--- config.mk ---
export PLATFORM = sky130hd
export DESIGN_NAME = pipe_ctrl_unit
export DESIGN_NICKNAME = d
export VERILOG_FILES = /design/src/rtl/pipe_ctrl_pkg.sv /design/src/rtl/pipe_ctrl_decode.sv /design/src/rtl/pipe_ctrl_unit.sv
export SDC_FILE = /design/constraint.sdc
export NUM_CORES = 1
export LEC_CHECK = 0
export BUFFER_PORTS_ARGS = -buffer_cell sky130_fd_sc_hd__buf_2
export CAP_MARGIN = 20
export CORE_MARGIN = 5
export CORE_UTILIZATION = 51
export CTS_CLUSTER_SIZE = 20
export DETAILED_ROUTE_END_ITERATION = 7
export PLACE_DENSITY = 0.85
export SYNTH_ARGS = -nofsm -noshare
export SYNTH_HDL_FRONTEND = slang
export SYNTH_SLANG_ARGS = --single-unit
export TNS_END_PERCENT = 1
--- constraint.sdc ---
create_clock -name clk -period 4.1 [get_ports clk]
set_clock_uncertainty 0.05 [all_clocks]
set_input_delay 1.23 -clock clk [delete_from_list [all_inputs] [get_ports clk]]
set_output_delay 1.23 -clock clk [all_outputs]
set_load 0.02 [all_outputs]
--- src/rtl/pipe_ctrl_pkg.sv ---
// pipe_ctrl_pkg: control bundle type, opcode/ALUOp encodings and the bubble constant
// shared by the pipeline control unit (Rev 1.0).
`default_nettype none

package pipe_ctrl_pkg;

  localparam int CTRL_AW      = 5;
  localparam int CTRL_ALUOP_W = 4;

  typedef struct packed {
    logic                    RegDst;
    logic                    Branch;
    logic                    Bne;
    logic                    MemRead;
    logic                    MemWrite;
    logic                    MemToReg;
    logic                    ALUSrc;
    logic                    RegWrite;
    logic                    Lui;
    logic                    Jump;
    logic                    Link;
    logic                    R31Write;
    logic                    RegToPc;
    logic [CTRL_ALUOP_W-1:0] ALUOp;
    logic [CTRL_AW-1:0]      dst;
  } ctrl_t;

  localparam ctrl_t BUBBLE = '0;

  localparam logic [5:0] OP_RTYPE = 6'b000000;
  localparam logic [5:0] OP_J     = 6'b000010;
  localparam logic [5:0] OP_JAL   = 6'b000011;
  localparam logic [5:0] OP_BEQ   = 6'b000100;
  localparam logic [5:0] OP_BNE   = 6'b000101;
  localparam logic [5:0] OP_ADDI  = 6'b001000;
  localparam logic [5:0] OP_SLTI  = 6'b001010;
  localparam logic [5:0] OP_ANDI  = 6'b001100;
  localparam logic [5:0] OP_ORI   = 6'b001101;
  localparam logic [5:0] OP_XORI  = 6'b001110;
  localparam logic [5:0] OP_LUI   = 6'b001111;
  localparam logic [5:0] OP_LW    = 6'b100011;
  localparam logic [5:0] OP_SW    = 6'b101011;

  localparam logic [CTRL_ALUOP_W-1:0] ALU_ADD   = 4'd0;
  localparam logic [CTRL_ALUOP_W-1:0] ALU_SUB   = 4'd1;
  localparam logic [CTRL_ALUOP_W-1:0] ALU_AND   = 4'd2;
  localparam logic [CTRL_ALUOP_W-1:0] ALU_OR    = 4'd3;
  localparam logic [CTRL_ALUOP_W-1:0] ALU_XOR   = 4'd4;
  localparam logic [CTRL_ALUOP_W-1:0] ALU_SLT   = 4'd5;
  localparam logic [CTRL_ALUOP_W-1:0] ALU_LUI   = 4'd6;
  localparam logic [CTRL_ALUOP_W-1:0] ALU_RTYPE = 4'd7;

  // Register 0 is hard-wired, so it never creates a dependency.
  function automatic logic reg_match(input logic [CTRL_AW-1:0] a, input logic [CTRL_AW-1:0] b);
    return (a != '0) && (a == b);
  endfunction

endpackage

`default_nettype wire

--- src/rtl/pipe_ctrl_decode.sv ---
// pipe_ctrl_decode: combinational opcode decode into a ctrl_t bundle, with destination
// selection and an undecodable-opcode flag (Rev 1.0).
`default_nettype none

module pipe_ctrl_decode
  import pipe_ctrl_pkg::*;
#(
  parameter int REG_AW  = 5,
  parameter int ALUOP_W = 4
) (
  input  logic [5:0]        opcode,
  input  logic [REG_AW-1:0] rt,
  input  logic [REG_AW-1:0] rd,
  output ctrl_t             ctrl,
  output logic              legal
);

  logic [ALUOP_W-1:0] alu_op;

  always_comb begin
    ctrl   = BUBBLE;
    legal  = 1'b1;
    alu_op = '0;
    case (opcode)
      OP_RTYPE: begin ctrl.RegDst = 1'b1; ctrl.RegWrite = 1'b1; alu_op = ALUOP_W'(ALU_RTYPE); end
      OP_ADDI:  begin ctrl.ALUSrc = 1'b1; ctrl.RegWrite = 1'b1; alu_op = ALUOP_W'(ALU_ADD); end
      OP_ANDI:  begin ctrl.ALUSrc = 1'b1; ctrl.RegWrite = 1'b1; alu_op = ALUOP_W'(ALU_AND); end
      OP_ORI:   begin ctrl.ALUSrc = 1'b1; ctrl.RegWrite = 1'b1; alu_op = ALUOP_W'(ALU_OR); end
      OP_XORI:  begin ctrl.ALUSrc = 1'b1; ctrl.RegWrite = 1'b1; alu_op = ALUOP_W'(ALU_XOR); end
      OP_SLTI:  begin ctrl.ALUSrc = 1'b1; ctrl.RegWrite = 1'b1; alu_op = ALUOP_W'(ALU_SLT); end
      OP_LW: begin
        ctrl.MemRead  = 1'b1;
        ctrl.MemToReg = 1'b1;
        ctrl.ALUSrc   = 1'b1;
        ctrl.RegWrite = 1'b1;
        alu_op        = ALUOP_W'(ALU_ADD);
      end
      OP_SW:    begin ctrl.MemWrite = 1'b1; ctrl.ALUSrc = 1'b1; alu_op = ALUOP_W'(ALU_ADD); end
      OP_LUI: begin
        ctrl.Lui = 1'b1; ctrl.ALUSrc = 1'b1; ctrl.RegWrite = 1'b1; alu_op = ALUOP_W'(ALU_LUI);
      end
      OP_J:     ctrl.Jump = 1'b1;
      OP_JAL: begin
        ctrl.Jump = 1'b1; ctrl.Link = 1'b1; ctrl.R31Write = 1'b1; ctrl.RegWrite = 1'b1;
      end
      OP_BEQ:   begin ctrl.Branch = 1'b1; alu_op = ALUOP_W'(ALU_SUB); end
      OP_BNE:   begin ctrl.Branch = 1'b1; ctrl.Bne = 1'b1; alu_op = ALUOP_W'(ALU_SUB); end
      default:  legal = 1'b0;
    endcase

    if (legal) begin
      ctrl.ALUOp = CTRL_ALUOP_W'(alu_op);
      if (ctrl.RegDst)        ctrl.dst = CTRL_AW'(rd);
      else if (ctrl.R31Write) ctrl.dst = '1;
      else                    ctrl.dst = CTRL_AW'(rt);
      // A write to r0 is architecturally a no-op; dropping it keeps hazards from matching it.
      if (ctrl.dst == '0) ctrl.RegWrite = 1'b0;
    end
  end

endmodule

`default_nettype wire

--- src/rtl/pipe_ctrl_unit.sv ---
// pipe_ctrl_unit: 5-stage pipeline control (decode, stage bundles, hazards, forwarding).
// Define PIPE_CTRL_FWD_EN to enable EX operand forwarding; otherwise RAW hazards stall (Rev 1.0).
`default_nettype none

module pipe_ctrl_unit
  import pipe_ctrl_pkg::*;
#(
  parameter int REG_AW  = 5,
  parameter int ALUOP_W = 4
) (
  input  logic              clk,
  input  logic              rst,
  input  logic              id_valid,
  input  logic [5:0]        id_opcode,
  input  logic [REG_AW-1:0] id_rs,
  input  logic [REG_AW-1:0] id_rt,
  input  logic [REG_AW-1:0] id_rd,
  input  logic              ex_taken,
  output ctrl_t             ex_ctrl,
  output ctrl_t             mem_ctrl,
  output ctrl_t             wb_ctrl,
  output logic              stall,
  output logic              flush,
  output logic [1:0]        fwd_a,
  output logic [1:0]        fwd_b,
  output logic              illegal
);

  ctrl_t dec_ctrl;
  logic  dec_legal;
  ctrl_t ex_ctrl_d, ex_ctrl_q, mem_ctrl_d, mem_ctrl_q, wb_ctrl_d, wb_ctrl_q;
  logic  [CTRL_AW-1:0] id_rs_c, id_rt_c;
  logic  load_use, raw_hazard;

  pipe_ctrl_decode #(
    .REG_AW (REG_AW),
    .ALUOP_W(ALUOP_W)
  ) u_decode (
    .opcode(id_opcode),
    .rt    (id_rt),
    .rd    (id_rd),
    .ctrl  (dec_ctrl),
    .legal (dec_legal)
  );

  assign id_rs_c = CTRL_AW'(id_rs);
  assign id_rt_c = CTRL_AW'(id_rt);

  always_comb begin
    load_use = id_valid && ex_ctrl_q.MemRead &&
               (reg_match(ex_ctrl_q.dst, id_rs_c) || reg_match(ex_ctrl_q.dst, id_rt_c));
`ifdef PIPE_CTRL_FWD_EN
    raw_hazard = 1'b0;
`else
    raw_hazard = id_valid &&
                 ((ex_ctrl_q.RegWrite &&
                   (reg_match(ex_ctrl_q.dst, id_rs_c) || reg_match(ex_ctrl_q.dst, id_rt_c))) ||
                  (mem_ctrl_q.RegWrite &&
                   (reg_match(mem_ctrl_q.dst, id_rs_c) || reg_match(mem_ctrl_q.dst, id_rt_c))));
`endif
    flush   = ex_taken;
    stall   = !ex_taken && (load_use || raw_hazard);
    illegal = id_valid && !dec_legal && !ex_taken && !stall;

    ex_ctrl_d  = (id_valid && !ex_taken && !stall) ? dec_ctrl : BUBBLE;
    mem_ctrl_d = ex_ctrl_q;
    wb_ctrl_d  = mem_ctrl_q;
  end

  always_ff @(posedge clk) begin
    if (!rst) begin
      ex_ctrl_q  <= BUBBLE;
      mem_ctrl_q <= BUBBLE;
      wb_ctrl_q  <= BUBBLE;
    end else begin
      ex_ctrl_q  <= ex_ctrl_d;
      mem_ctrl_q <= mem_ctrl_d;
      wb_ctrl_q  <= wb_ctrl_d;
    end
  end

`ifdef PIPE_CTRL_FWD_EN
  // Source fields only matter to forwarding, so the ID/EX copy of rs/rt lives here.
  logic [CTRL_AW-1:0] ex_rs_d, ex_rs_q, ex_rt_d, ex_rt_q;

  always_comb begin
    ex_rs_d = (ex_ctrl_d == BUBBLE) ? '0 : id_rs_c;
    ex_rt_d = (ex_ctrl_d == BUBBLE) ? '0 : id_rt_c;

    fwd_a = 2'b00;
    if (mem_ctrl_q.RegWrite && reg_match(mem_ctrl_q.dst, ex_rs_q))     fwd_a = 2'b10;
    else if (wb_ctrl_q.RegWrite && reg_match(wb_ctrl_q.dst, ex_rs_q))  fwd_a = 2'b01;

    fwd_b = 2'b00;
    if (mem_ctrl_q.RegWrite && reg_match(mem_ctrl_q.dst, ex_rt_q))     fwd_b = 2'b10;
    else if (wb_ctrl_q.RegWrite && reg_match(wb_ctrl_q.dst, ex_rt_q))  fwd_b = 2'b01;
  end

  always_ff @(posedge clk) begin
    if (!rst) begin
      ex_rs_q <= '0;
      ex_rt_q <= '0;
    end else begin
      ex_rs_q <= ex_rs_d;
      ex_rt_q <= ex_rt_d;
    end
  end
`else
  assign fwd_a = 2'b00;
  assign fwd_b = 2'b00;
`endif

  assign ex_ctrl  = ex_ctrl_q;
  assign mem_ctrl = mem_ctrl_q;
  assign wb_ctrl  = wb_ctrl_q;

endmodule

`default_nettype wire

Word-level counts from Yosys, hierarchy flattened
Cells that the tools add are included.
- register bits: 63
- output and inout port bits: 73
- word-level logic and storage cells: 108
- equal/unequal tests: 16
- muxes and demuxes: 17
- reduce and logical (&&, ||, !) cells: 33
- operators with widths (operator ; count):
    == test 6 x 4 -> 1 bit, second input constant ; 6
    one-hot mux 3 bit (7 select lines) ; 1
    == test 5 bit ; 4
    logical AND 1 bit ; 15
    two-way mux 5 bit ; 3
    OR reduction 13 bit ; 1
    == test 6 x 2 -> 1 bit, second input constant ; 2
    == test 6 x 3 -> 1 bit, second input constant ; 2
    == test 6 bit, second input constant ; 2
    two-way mux 1 bit ; 12
    nonzero test 5 bit ; 2
    OR reduction 9 bit ; 1
    OR reduction 8 bit ; 1
    zero test 6 bit ; 1
    zero test 5 bit ; 1
    logical OR 1 bit ; 4
    OR reduction 2 bit ; 2
    zero test 1 bit ; 3
    AND reduction 3 bit ; 1
    two-way mux 2 bit ; 1
    AND reduction 2 bit ; 1

Longest topological paths before layout
- depth after elaboration: 11
- gate-level depth with buffers: 7

By module
Synthesis repeated with hierarchy kept, for this count alone.
- cells, all modules: 295
- area, all modules: 2775.2 sq um
- modules (own cells, without submodules) (module ; instances ; cells an instance ; area each (sq um)):
    pipe_ctrl_unit ; 1 ; 209 ; 2243.4
    pipe_ctrl_decode ; 1 ; 86 ; 531.8

Worst setup path before layout
OpenSTA, ideal clock, no wires.
- path kind: input to output
- from: input port id_opcode[0]
- to: output port illegal
- data arrival time: 2.754 ns
- path slack: 0.066 ns
- cell stages on the path: 5
- cell sequence: clkbuf_1 > nand2b_1 > a21o_1 > nand3_1 > nor4bb_1
- word-level cells in the longest chain between the ends: 7
- ends and longest elaborated chain (item ; line ; RTL):
    start, declared ; pipe_ctrl_unit.sv:14 ; input logic [5:0] id_opcode,
    == test 6 x 2 -> 1 bit (tied with other cells) ; pipe_ctrl_decode.sv:24 ; case (opcode)
    OR reduction 13 bit (no source line) * ; -- ;
    two-way mux 1 bit * ; pipe_ctrl_decode.sv:24 ;
    zero test 1 bit * ; pipe_ctrl_unit.sv:63 ; illegal = id_valid && !dec_legal && !ex_taken && !stall;
    logical AND 1 bit * (3 in a row) ; pipe_ctrl_unit.sv:63 ;
    end, declared ; pipe_ctrl_unit.sv:26 ; output logic illegal
Mark *: on every way between the ends. The rest lies on a longest branch, timed or not.

Final worst setup path
Same ends and word-level chain as after synthesis.

==> Implementation_results.wiki <==
{| class="wikitable"
! Metric !! Value
|-
| Status || finished clean
|-
| CTS H-tree depth || 2
|-
| Critical Setup Path Class || in -> out
|-
| Clock tree from TritonCTS || yes
|-
| GP Congestion || 0.8000
|-
| Number of placement rows || 24
|-
| Number of diodes || 0
|-
| Final core occ || 62.70%
|-
| Origin of the critical flop-to-flop path || mem_ctrl[1]
|-
| Post-synthesis cell type count || 38
|-
| Post-Synthesis Cell Area || 2286 um^2
|-
| Worst min path class || reg -> reg
|-
| Total length of routed wires || 4.962 mm
|-
| Estimated wirelength of the detail-placed design || 3.801 mm
|-
| Maximum number of pins on one net before global-route repair || 38
|-
| Cts bufs inserted || 5
|-
| Wire length of the first global-routing pass || 8.148 mm
|-
| Headroom to the max-slew limit || 46.66%
|-
| Maximum VDD drop || 0.0001439 V
|-
| Clock period minus final worst setup slack || 3.751 ns
|-
| Share of the clock period used by the worst path after layout || 91.48%
|-
| Cell depth of the worst flop-to-flop path || 4
|-
| Max Clock Freq || 266.6 MHz
|-
| Leakage power || 1.361 nW
|-
| Hold Path End || wb_ctrl[7]
|-
| Nature of the critical path endpoint || output port
|-
| Antenna violations before repair || 0
|-
| Port Buffer Count || 87
|-
| GR Overflow Total || 0
|-
| Post-detailed-route DRC marker count || 0
|-
| Critical Path Start Type || input pin
|-
| 1st-pass router iterations || 4
|-
| Setup-failing EPs final || 0
|-
| Worst EP arrival || 2.47 ns
|-
| Avg Inst Size Synth || 9.565 um^2
|-
| Area share of the largest cell type after synthesis || 47.29%
|-
| Unrepaired setup endpoints after global routing || no
|-
| Maximum fanout along the worst path || 19
|-
| Max cap viols || 0
|-
| Worst Hold Path Cells || 1
|-
| Count of vias placed by the detailed router || 1,865
|-
| Iteration-0 DRC count of the detailed router || 113
|-
| Average detailed-routed wire length per instance || 13.52 um
|-
| Boundary Pins || 98
|-
| Postcts setup bufs || 0
|-
| Post-route cell area || 2730 um^2
|-
| Clk_lat worst skew || 0.29 ns
|-
| Slew of the pin with the lowest slew margin || 0.7928 ns
|-
| Final-stage net count || 339
|-
| Power density cells || 328.0 nW/um^2
|-
| Min setup slack post-route || 0.3495 ns
|-
| Ratio of routed vias to standard cells || 5.082
|-
| Number of pins with negative max-slew slack in the final report || 0
|-
| Post-Place Worst Slack || 0.3601 ns
|-
| Std-Cell Core Area || 4354 um^2
|-
| R2R Setup Slk || 1.91 ns
|-
| Initial core utilization || 52.50%
|-
| Full die area || 5921 um^2
|-
| Setup Total Neg Slack || 0 ns
|-
| Number of hold buffers added after cts || 0
|-
| Combined global-route utilization of all metal layers || 16.64%
|-
| Synth-to-layout area growth || 19.43%
|-
| Synth Warn # || 0
|-
| FF+latch count, synth || 54
|-
| Vias in the first global route || 1,727
|-
| Total Power Consumption || 0.8956 mW
|-
| Longest Clk Path Bufs || 2
|-
| Post-detailed-placement cell area || 2644 um^2
|-
| Launch point of the worst hold path || mem_ctrl[7]
|-
| Vert. Die Dim || 76.95 um
|-
| PostCTS Resize Cnt || 0
|-
| Ratio of cells with drive above 1 in the final layout || 32.70%
|-
| Fraction of the yosys area taken by sequential cells || 47.29%
|-
| Reg2Reg Capture Point || ex_ctrl[0]
|-
| Worst hold slack || 0.4108 ns
|-
| Area leader, netlist || sky130_fd_sc_hd__dfxtp_1
|-
| Final Instance Count excl. Fillers || 367
|-
| Number of standard cells after synthesis || 239
|-
| Dpl cells || 359
|-
| Chip Width || 76.95 um
|-
| Final hold viol count || 0
|-
| Reg clk slew, reported paths || 0.09 ns
|-
| Cell types occupying the most area after synthesis || sky130_fd_sc_hd__dfxtp_1 (47%), sky130_fd_sc_hd__and2_1 (9.9%), sky130_fd_sc_hd__xor2_1 (7.7%)
|-
| Clk Tree Root Cell || sky130_fd_sc_hd__clkbuf_8
|-
| TritonCTS Sinks || 54
|-
| Endpoint required time on the critical path || 2.82 ns
|-
| Number of routed nets with antenna violations || 0
|}
synthesized netlist by cell type:
library cell                count
sky130_fd_sc_hd__a21oi_1        7
sky130_fd_sc_hd__nor4bb_1       1
sky130_fd_sc_hd__nand2b_1       7
sky130_fd_sc_hd__nor4_1         7
sky130_fd_sc_hd__dfxtp_1       54
sky130_fd_sc_hd__nor4b_2        1
sky130_fd_sc_hd__buf_6          2
sky130_fd_sc_hd__conb_1         1
sky130_fd_sc_hd__or4_1          4
sky130_fd_sc_hd__nand2_1        8
sky130_fd_sc_hd__o32a_1         1
sky130_fd_sc_hd__nand3_1        1
sky130_fd_sc_hd__a22oi_1        2
sky130_fd_sc_hd__a2bb2oi_1      2
sky130_fd_sc_hd__or3_1          3
sky130_fd_sc_hd__inv_1          2
sky130_fd_sc_hd__buf_4         17
sky130_fd_sc_hd__o221ai_2       1
sky130_fd_sc_hd__clkbuf_1      10
sky130_fd_sc_hd__o21ai_0        6
sky130_fd_sc_hd__xor2_1        20
sky130_fd_sc_hd__or2_2          1
sky130_fd_sc_hd__nand4_1        2
sky130_fd_sc_hd__a21o_1         1
sky130_fd_sc_hd__or4_4          1
sky130_fd_sc_hd__o221ai_1       1
sky130_fd_sc_hd__o41ai_1        1
sky130_fd_sc_hd__and2_1        36
sky130_fd_sc_hd__nor3_1        11
sky130_fd_sc_hd__nor2b_1        1
sky130_fd_sc_hd__nor2_1        12
sky130_fd_sc_hd__or3_4          1
sky130_fd_sc_hd__o21a_1         1
sky130_fd_sc_hd__and3b_1        2
sky130_fd_sc_hd__mux2_2         1
sky130_fd_sc_hd__o22ai_1        8
sky130_fd_sc_hd__nor4b_4        1
sky130_fd_sc_hd__buf_1          1
layout make-up:
class                   instances  area (um^2)
inverters                       2        7.507
well taps                      52        65.06
flip-flops and latches         54         1081
clock buffers                   6        72.57
repair buffers                 89        450.4
multi-input cells             162         1040
clock inverters                 2        13.76
fillers                       379         1624
sequential cells by signal (all words and copies together) (netlist names):
register  cells
ex_ctrl      18
mem_ctrl     18
wb_ctrl      18
cells by family after synthesis:
logic type      synth area share (%)
simple gates                   26.71
flops                          47.29
buf+inv                        8.703
compound gates                 8.977
xor+xnor                       7.663
mux                           0.4926
other cells                   0.1640
worst max-delay path: stages:
cell	delay, ns
sky130_fd_sc_hd__buf_2	0.26
sky130_fd_sc_hd__nand2b_1	0.19
sky130_fd_sc_hd__a21o_1	0.20
sky130_fd_sc_hd__nand3_1	0.11
sky130_fd_sc_hd__nor4bb_1	0.27
sky130_fd_sc_hd__buf_2	0.21
placed cells by master, fill, tap and decap left out, types with 3 or more instances in the layout:
master,synthesis,routed
sky130_fd_sc_hd__a21oi_1,7,7
sky130_fd_sc_hd__xor2_1,20,20
sky130_fd_sc_hd__or4_1,4,4
sky130_fd_sc_hd__nand2b_1,7,7
sky130_fd_sc_hd__nand2_1,8,8
sky130_fd_sc_hd__conb_1,1,10
sky130_fd_sc_hd__clkbuf_8,0,5
sky130_fd_sc_hd__o21ai_0,6,6
sky130_fd_sc_hd__buf_2,0,87
sky130_fd_sc_hd__nor3_1,11,11
sky130_fd_sc_hd__dfxtp_1,54,54
sky130_fd_sc_hd__nor2_1,12,12
sky130_fd_sc_hd__nor4_1,7,7
sky130_fd_sc_hd__or3_1,3,3
sky130_fd_sc_hd__and2_1,36,36
sky130_fd_sc_hd__o22ai_1,8,8
routing by layer:
layer,track usage (%),wire [um],up-vias
met5,0,0,-
met1,21.16,2124,853
met3,4.801,334,8
met4,5.594,84,0
li1,-,-,933
met2,26.91,2419,71
where the power goes:
part | internal, mW | total [mW] | switching [mW]
Combinational | 0.0336 | 0.0935 | 0.0599
Clock | 0.121 | 0.274 | 0.154
Sequential | 0.526 | 0.528 | 0.00188
worst max-delay path by stage:
stage	cells past startpoint	start	slack (ns)	endpoint
after CTS	6	id_opcode[0]	0.35	illegal
after floorplan	5	id_opcode[0]	0.07	illegal
after global placement	7	id_rs[2]	0.40	illegal
after global routing	6	id_opcode[0]	0.21	illegal
after detailed placement	7	id_rs[0]	0.36	illegal
final	6	id_opcode[0]	0.35	illegal
Power figures use the tool's default switching activity.
